$ cat src/rtl/branch_resolve_unit_pkg.sv
// Shared definitions for the branch resolve unit: condition encodings.
package branch_resolve_unit_pkg;

  typedef logic [2:0] branch_op_t;

  localparam branch_op_t BR_EQ   = 3'b000;
  localparam branch_op_t BR_NE   = 3'b001;
  localparam branch_op_t BR_LT   = 3'b010;
  localparam branch_op_t BR_GE   = 3'b011;
  localparam branch_op_t BR_LTU  = 3'b100;
  localparam branch_op_t BR_GEU  = 3'b101;
  localparam branch_op_t BR_JMP0 = 3'b110;
  localparam branch_op_t BR_JMP1 = 3'b111;

endpackage

$ cat src/rtl/branch_resolve_unit_cond_eval.sv
// Combinational branch condition evaluation at full operand width.
module branch_cond_eval
  import branch_resolve_unit_pkg::*;
#(
  parameter int unsigned WIDTH = 16
) (
  input  logic [WIDTH-1:0] op_a,
  input  logic [WIDTH-1:0] op_b,
  input  branch_op_t       op_code,
  output logic             taken
);

  logic eq;
  logic lt_s;
  logic lt_u;

  assign eq   = (op_a == op_b);
  assign lt_s = ($signed(op_a) < $signed(op_b));
  assign lt_u = (op_a < op_b);

  // Decode the condition; both jump encodings are unconditionally taken.
  always_comb begin
    taken = 1'b1;
    unique case (op_code)
      BR_EQ:   taken = eq;
      BR_NE:   taken = !eq;
      BR_LT:   taken = lt_s;
      BR_GE:   taken = !lt_s;
      BR_LTU:  taken = lt_u;
      BR_GEU:  taken = !lt_u;
      BR_JMP0: taken = 1'b1;
      BR_JMP1: taken = 1'b1;
      default: taken = 1'b1;
    endcase
  end

endmodule

$ cat src/rtl/branch_resolve_unit.sv
// Registered branch resolver: single-entry output buffer with valid/ready,
// mispredict detection, flush, and saturating taken/mispredict counters.
module branch_resolve_unit
  import branch_resolve_unit_pkg::*;
#(
  parameter int unsigned WIDTH     = 16,
  parameter int unsigned TAG_WIDTH = 4,
  parameter int unsigned CNT_WIDTH = 16
) (
  input  logic                 CLK,
  input  logic                 RST_N,
  input  logic                 in_valid,
  output logic                 in_ready,
  input  logic [WIDTH-1:0]     op_a,
  input  logic [WIDTH-1:0]     op_b,
  input  logic [2:0]           op_code,
  input  logic                 pred_taken,
  input  logic [TAG_WIDTH-1:0] in_tag,
  input  logic                 flush,
  output logic                 out_valid,
  input  logic                 out_ready,
  output logic                 out_taken,
  output logic                 out_mispredict,
  output logic [TAG_WIDTH-1:0] out_tag,
  input  logic                 clear_counts,
  output logic [CNT_WIDTH-1:0] taken_count,
  output logic [CNT_WIDTH-1:0] mispredict_count
);

  logic                 cond_taken;
  logic                 accept;
  logic                 handoff;

  logic                 valid_q, valid_d;
  logic                 taken_q, taken_d;
  logic                 misp_q, misp_d;
  logic [TAG_WIDTH-1:0] tag_q, tag_d;
  logic [CNT_WIDTH-1:0] taken_cnt_q, taken_cnt_d;
  logic [CNT_WIDTH-1:0] misp_cnt_q, misp_cnt_d;

  branch_cond_eval #(
    .WIDTH (WIDTH)
  ) u_cond_eval (
    .op_a    (op_a),
    .op_b    (op_b),
    .op_code (branch_op_t'(op_code)),
    .taken   (cond_taken)
  );

  // No skid entry: accept only when the buffer is empty or draining now.
  assign in_ready = RST_N && (!valid_q || out_ready);
  assign accept   = in_valid && in_ready && !flush;
  assign handoff  = valid_q && out_ready;

  // Output buffer next state; flush wins over a same-cycle accept.
  always_comb begin
    valid_d = valid_q;
    taken_d = taken_q;
    misp_d  = misp_q;
    tag_d   = tag_q;
    if (handoff) begin
      valid_d = 1'b0;
    end
    if (accept) begin
      valid_d = 1'b1;
      taken_d = cond_taken;
      misp_d  = cond_taken ^ pred_taken;
      tag_d   = in_tag;
    end
    if (flush) begin
      valid_d = 1'b0;
    end
  end

  // Statistics: count on hand-off (even during flush), saturate, clear wins.
  always_comb begin
    taken_cnt_d = taken_cnt_q;
    misp_cnt_d  = misp_cnt_q;
    if (clear_counts) begin
      taken_cnt_d = '0;
      misp_cnt_d  = '0;
    end else if (handoff) begin
      if (taken_q && (taken_cnt_q != {CNT_WIDTH{1'b1}})) begin
        taken_cnt_d = taken_cnt_q + 1'b1;
      end
      if (misp_q && (misp_cnt_q != {CNT_WIDTH{1'b1}})) begin
        misp_cnt_d = misp_cnt_q + 1'b1;
      end
    end
  end

  // State registers with synchronous active-low reset.
  always_ff @(posedge CLK) begin
    if (!RST_N) begin
      valid_q     <= 1'b0;
      taken_q     <= 1'b0;
      misp_q      <= 1'b0;
      tag_q       <= '0;
      taken_cnt_q <= '0;
      misp_cnt_q  <= '0;
    end else begin
      valid_q     <= valid_d;
      taken_q     <= taken_d;
      misp_q      <= misp_d;
      tag_q       <= tag_d;
      taken_cnt_q <= taken_cnt_d;
      misp_cnt_q  <= misp_cnt_d;
    end
  end

  assign out_valid        = valid_q;
  assign out_taken        = taken_q;
  assign out_mispredict   = misp_q;
  assign out_tag          = tag_q;
  assign taken_count      = taken_cnt_q;
  assign mispredict_count = misp_cnt_q;

endmodule

$ cat config.mk
export PLATFORM = sky130hd
export DESIGN_NAME = branch_resolve_unit
export DESIGN_NICKNAME = d
export VERILOG_FILES = /design/src/rtl/branch_resolve_unit_pkg.sv /design/src/rtl/branch_resolve_unit_cond_eval.sv /design/src/rtl/branch_resolve_unit.sv
export SDC_FILE = /design/constraint.sdc
export NUM_CORES = 1
export LEC_CHECK = 0
export ABC_AREA = 0
export BUFFER_PORTS_ARGS = -buffer_cell sky130_fd_sc_hd__clkbuf_2
export CAP_MARGIN = 20
export CORE_MARGIN = 1
export CORE_UTILIZATION = 49
export CTS_CLUSTER_DIAMETER = 120
export DETAILED_ROUTE_END_ITERATION = 7
export HOLD_SLACK_MARGIN = 0.15
export PLACE_DENSITY = 0.89
export SLEW_MARGIN = 10
export SYNTH_ARGS = -nofsm -noshare
export SYNTH_HDL_FRONTEND = slang
export SYNTH_SLANG_ARGS = --single-unit
export TNS_END_PERCENT = 20
$ cat constraint.sdc
create_clock -name CLK -period 2.4 [get_ports CLK]
set_input_delay 0.24 -clock CLK [delete_from_list [all_inputs] [get_ports CLK]]
set_output_delay 0.24 -clock CLK [all_outputs]
set_load 0.05 [all_outputs]
* Word-level counts from Yosys, hierarchy flattened *
Index checks and enable logic that the tools add are counted.

word-level totals
  bits in registers = 39
  input bits = 46
  word-level logic and storage cells = 44

operators by class
  add/subtract/negate cells = 2
  magnitude comparators = 2
  equal/unequal tests = 10
  muxes and demuxes = 3
  bitwise operators = 2
  reductions and logical operators = 19

operators with widths
  operator                                                         number
  16-bit by 1-bit adder with 16-bit output, second input constant  2
  16-bit less-than comparator                                      2
  16-bit inequality test, second input constant                    2
  16-bit == test                                                   1
  3-bit == test, second input constant                             4
  1-bit case mux with 7 select lines                               1
  3-bit by 2-bit == test with 1-bit output, second input constant  2
  1-bit logical AND                                                6
  2-bit OR reduction                                               3
  1-bit logical NOT                                                5
  2-bit AND reduction                                              2
  3-bit by 1-bit == test with 1-bit output, second input constant  1
  3-bit logical NOT                                                1
  1-bit 2-to-1 mux                                                 2
  2-bit nonzero test                                               1
  1-bit logical OR                                                 1
  1-bit inverter                                                   1
  1-bit bitwise XOR                                                1

* Logic depth before layout (Yosys ltp) *
  depth after elaboration = 6
  gate-level depth with buffers = 9
  depth with buffers taken out = 9

* By module *
A second synthesis with hierarchy kept.

second synthesis, totals
  cell total of the unflattened synthesis = 290
  area total of the unflattened synthesis = 2397.3 µm²

modules (own cells, without submodules)
  module               times used  cells an instance  area each (µm²)  seq. area each (µm²)
  branch_resolve_unit  1           224                1924.3           780.7
  branch_cond_eval     1           66                 473.0            0.0

* Least setup slack after synthesis *
No wires, ideal clock.

  path type = register to register
  start = reg misp_cnt_q[6] (netlist: mispredict_count[6])
  end = reg misp_cnt_q[3] (netlist: mispredict_count[3])
  library setup time = 128 ps
  data arrival time = 2157 ps
  data required time = 2272 ps
  setup slack = 116 ps
  cell stages (with the launch flop) = 9
  clock period less this slack = 2284 ps
  path through = dfxtp_1 -> and4_4 -> nand4_4 -> or3_4 -> nor2b_4 -> buf_6 -> and3_4 -> xnor2_1 -> nor2_1

on the way
  longest elaborated chain between the ends = 3

RTL lines
  what                                  line                        source
  from (decl)                           branch_resolve_unit.sv:39   logic [CNT_WIDTH-1:0] misp_cnt_q, misp_cnt_d;
  from (signal assigned)                branch_resolve_unit.sv:107  misp_cnt_q <= misp_cnt_d;
  16-bit inequality test                branch_resolve_unit.sv:86   if (misp_q && (misp_cnt_q != {CNT_WIDTH{1'b1}})) begin
  1-bit logical AND                     branch_resolve_unit.sv:86
  2-bit AND reduction (no source line)  --

No other way between the ends.
A chain may end at the register's enable or synchronous reset.

* Worst setup path after layout *
  start = in op_b[10]
  end = reg misp_q (netlist: out_mispredict)

on the way
  longest elaborated chain between the ends = 4
  elaborated cells between the ends (all ways) = 8
  classes of those cells = 2 x order compare; 1 x eq/ne; 1 x mux; 1 x bitwise; 3 x reduce/logical

RTL lines
  what                                                       line                                                                                                           source
  from (decl)                                                branch_resolve_unit.sv:15                                                                                      input logic [WIDTH-1:0] op_b,
  16-bit less-than comparator, or another cell as far along  branch_resolve_unit_cond_eval.sv:19                                                                            assign lt_u = (op_a < op_b);
  1-bit logical NOT (on tied branches)                       branch_resolve_unit_cond_eval.sv:30, branch_resolve_unit_cond_eval.sv:26, branch_resolve_unit_cond_eval.sv:28
  1-bit case mux with 7 select lines (*)                     branch_resolve_unit_cond_eval.sv:24                                                                            unique case (op_code)
  1-bit bitwise XOR (*)                                      branch_resolve_unit.sv:67                                                                                      misp_d = cond_taken ^ pred_taken;
  to (signal assigned)                                       branch_resolve_unit.sv:104                                                                                     misp_q <= misp_d;
  to (decl)                                                  branch_resolve_unit.sv:36                                                                                      logic misp_q, misp_d;

Mark *: on every way between the ends. The rest lies on a longest branch, timed or not.

==> impl_metrics.py <==
metrics = {
    "final_layout": {
        "fillers": 365,
        "final_layout_size_suffix_gt1_frac": 0.2989,
        "syn_to_final_growth_pct": 27.77,
        "final_nets": 421,
        "finalNonFillerCells": 410,
        "diodes": 0,
    },
    "synth": {
        "synth_commonest_cells": "45 x nor2_1, 39 x dfxtp_1, 21 x inv_1",
        "synth_seq_cells": 39,
        "synth_top_cell_by_area": "dfxtp_1",
        "netlist_area_mm2": 0.002271,
        "synth-async-reset-ratio": 0,
        "synthTopCellsByArea": "dfxtp_1 34%, ha_1 9.9%, nor2_1 7.4%",
        "synth_ff_type": "dfxtp_1",
        "synthDistinctLibCells": 49,
        "netlist_instances": 265,
        "syn_area_per_cell_um2": 8.570,
        "synth_edf_count": 0,
        "synth.most_common_cell": "nor2_1",
        "synth_warnings": 0,
        "syn_nets": 329,
        "synth_top_area_frac": 0.3438,
        "yosysSeqAreaShare": 0.3438,
    },
    "run": {
        "cap_violations": 0,
    },
    "grt": {
        "track_usage": 0.2146,
        "grt_max_degree": 33,
        "grt_pass1_vias": 2011,
        "antenna_found_initial": 0,
        "grt_pass1_wl_um": 8521,
        "grt_overflow_total": 0,
    },
    "floorplanning": {
        "die_w_um": 70.08,
        "row_count": 24,
        "die-area_mm2": 0.004911,
        "coreArea_mm2": 0.004414,
        "dieHeight_um": 70.08,
        "ios": 86,
        "start_util": 0.5145,
    },
    "sta": {
        "tightest_slew_ns": 0.6113,
        "setup_viol": 0,
        "fmax_mhz": 484.6,
        "relSlewSlack": 0.5890,
        "whs_ns": 0.1611,
        "finalHoldViolCount": 0,
        "timing.clock.skew_ns": 0.006850,
        "slew_viol_final": 0,
        "min_period_ns": 2.063,
        "post-route-period-util": 0.8598,
        "finalSetupTns_ns": 0,
        "rsz0062_at_grt": "false",
    },
    "cts": {
        "clockBufferDepth": 2,
        "clkTransAtPathRegs_ns": 0.07,
        "cts_root_buf": "clkbuf_8",
        "cts_hold_buf": 0,
        "post_cts_buffers": 0,
        "cts-htree-levels": 2,
        "cts-resized-gates": 0,
        "clock_sinks": 39,
        "cts_buffers": 5,
        "clock_latency_ns": 0.29,
        "cts_tree": "done",
    },
    "placement": {
        "port_buffers": 85,
        "place.gp.congestion": 0.8029,
        "place_inst": 402,
        "hpwl_um": 3810,
    },
    "critical_path": {
        "required_ns": 2.64,
        "r2r_slack_ns": 0.46,
        "arrival_ns": 2.30,
        "end_kind": "flip-flop",
        "slowest_stage": "or4b_1",
        "slowest_delay_ns": 0.48,
        "critPathKind": "in2reg",
        "crit_chain": "clkbuf_2, inv_1, ha_1, nand4_1, nor4_1, mux2i_1, o21ai_0, or4b_1, mux2_4, nand2_2",
        "cp-start-kind": "input pin",
        "path_max_fanout": 3,
    },
    "routing": {
        "routedWlPerCell_um": 11.59,
        "final_antenna_net_count": 0,
        "vias_per_cell": 5.154,
        "wirelength_um": 4751,
        "first_pass_iters": 4,
        "drc": 0,
        "via_count": 2113,
        "drt_iter0_markers": 114,
    },
    "hold_path": {
        "min_path_type": "in2reg",
    },
    "pwr": {
        "power.total_mw": 1.472,
        "p_per_area_mw_per_mm2": 507.5,
        "p_leak_nw": 1.301,
        "ir_drop_mv": 0.4331,
    },
    "outcome": {
        "status": "finished, final reports clean",
    },
}
-- flip-flops by register name (all words and copies together), names as in the netlist --
| signal | flops |
|---|---|
| out_tag | 4 |
| out_mispredict | 1 |
| taken_count | 16 |
| mispredict_count | 16 |
| out_taken | 1 |
| out_valid | 1 |
-- critical path, delay by kind of cell --
kind / cells / cell delay, ns
simple gates: 4 / 1.02
buf+inv: 2 / 0.11
fa+ha+maj: 1 / 0.31
mux: 2 / 0.48
compound gates: 1 / 0.14
-- metal layers --
metal | global-route usage | wire length, um
met5 | 0 | 0
met4 | 0.1133 | 94
met3 | 0.06061 | 272
met2 | 0.3600 | 2275
met1 | 0.2466 | 2108
-- where the power goes --
group | switching (mW) | internal, mW
combinational | 0.0957 | 0.0785
clock | 0.227 | 0.415
sequential | 0.00430 | 0.652
total | 0.327 | 1.15
-- cell type report --
class                      instances  area (um^2)  share of cell area
multi-input combinational        200         1385              0.4774
sequential                        39        780.7              0.2691
timing repair buffer              89        455.4              0.1570
inverter                          22        82.58             0.02846
clock buffer                       6        72.57             0.02501
tap                               52        65.06             0.02242
clock inverter                     2        60.06             0.02070
-- through the flow --
stage	setup slack [ns]	utilization	cell area, um^2
global placement	0.08785	0.6273	2769
detailed placement	0.01623	0.6273	2769
CTS	0.3240	0.6573	2902
finish	0.3365	0.6573	2902
floorplan	0.1158	-	2271
global route	0.1237	0.6573	2902
-- cells by family (layout without fill, tap and decap cells) --
group / Yosys count / after routing / synth area share
compound gates: 27 / 27 / 0.07439
xor+xnor: 26 / 26 / 0.1003
simple gates: 120 / 120 / 0.2937
fa+ha+maj: 18 / 18 / 0.09918
flops: 39 / 39 / 0.3438
buf+inv: 26 / 119 / 0.04628
mux: 9 / 9 / 0.04242
-- placed cells by master, fill, tap and decap left out, types with 2 or more instances in the layout --
cell,netlist,final
a21oi_1,11,11
dfxtp_1,39,39
and4_1,2,2
clkbuf_2,0,85
mux2i_1,7,7
nor2_1,45,45
inv_1,21,21
buf_4,0,4
nand3_1,11,11
nor2b_1,5,5
nand2_1,11,11
ha_1,18,18
and2_1,2,2
xnor2_1,13,13
xor2_1,13,13
o21ai_0,6,6
and3_1,2,2
nor4_1,3,3
nor3_1,5,5
or3_1,3,3
nand4_1,13,13
clkbuf_8,0,5
bufinv_16,0,2
nand4b_1,2,2
nand2b_1,3,3
-- worst paths after layout --
check | from | cells past startpoint | to
worst min-delay path | flush | 2 | out_valid
worst max register to register | taken_count[3] | 6 | taken_count[7]
worst min register to register | taken_count[13] | 2 | taken_count[13]
worst max-delay path | op_b[10] | 10 | out_mispredict
No activity file was read; power rests on OpenSTA's default activity.
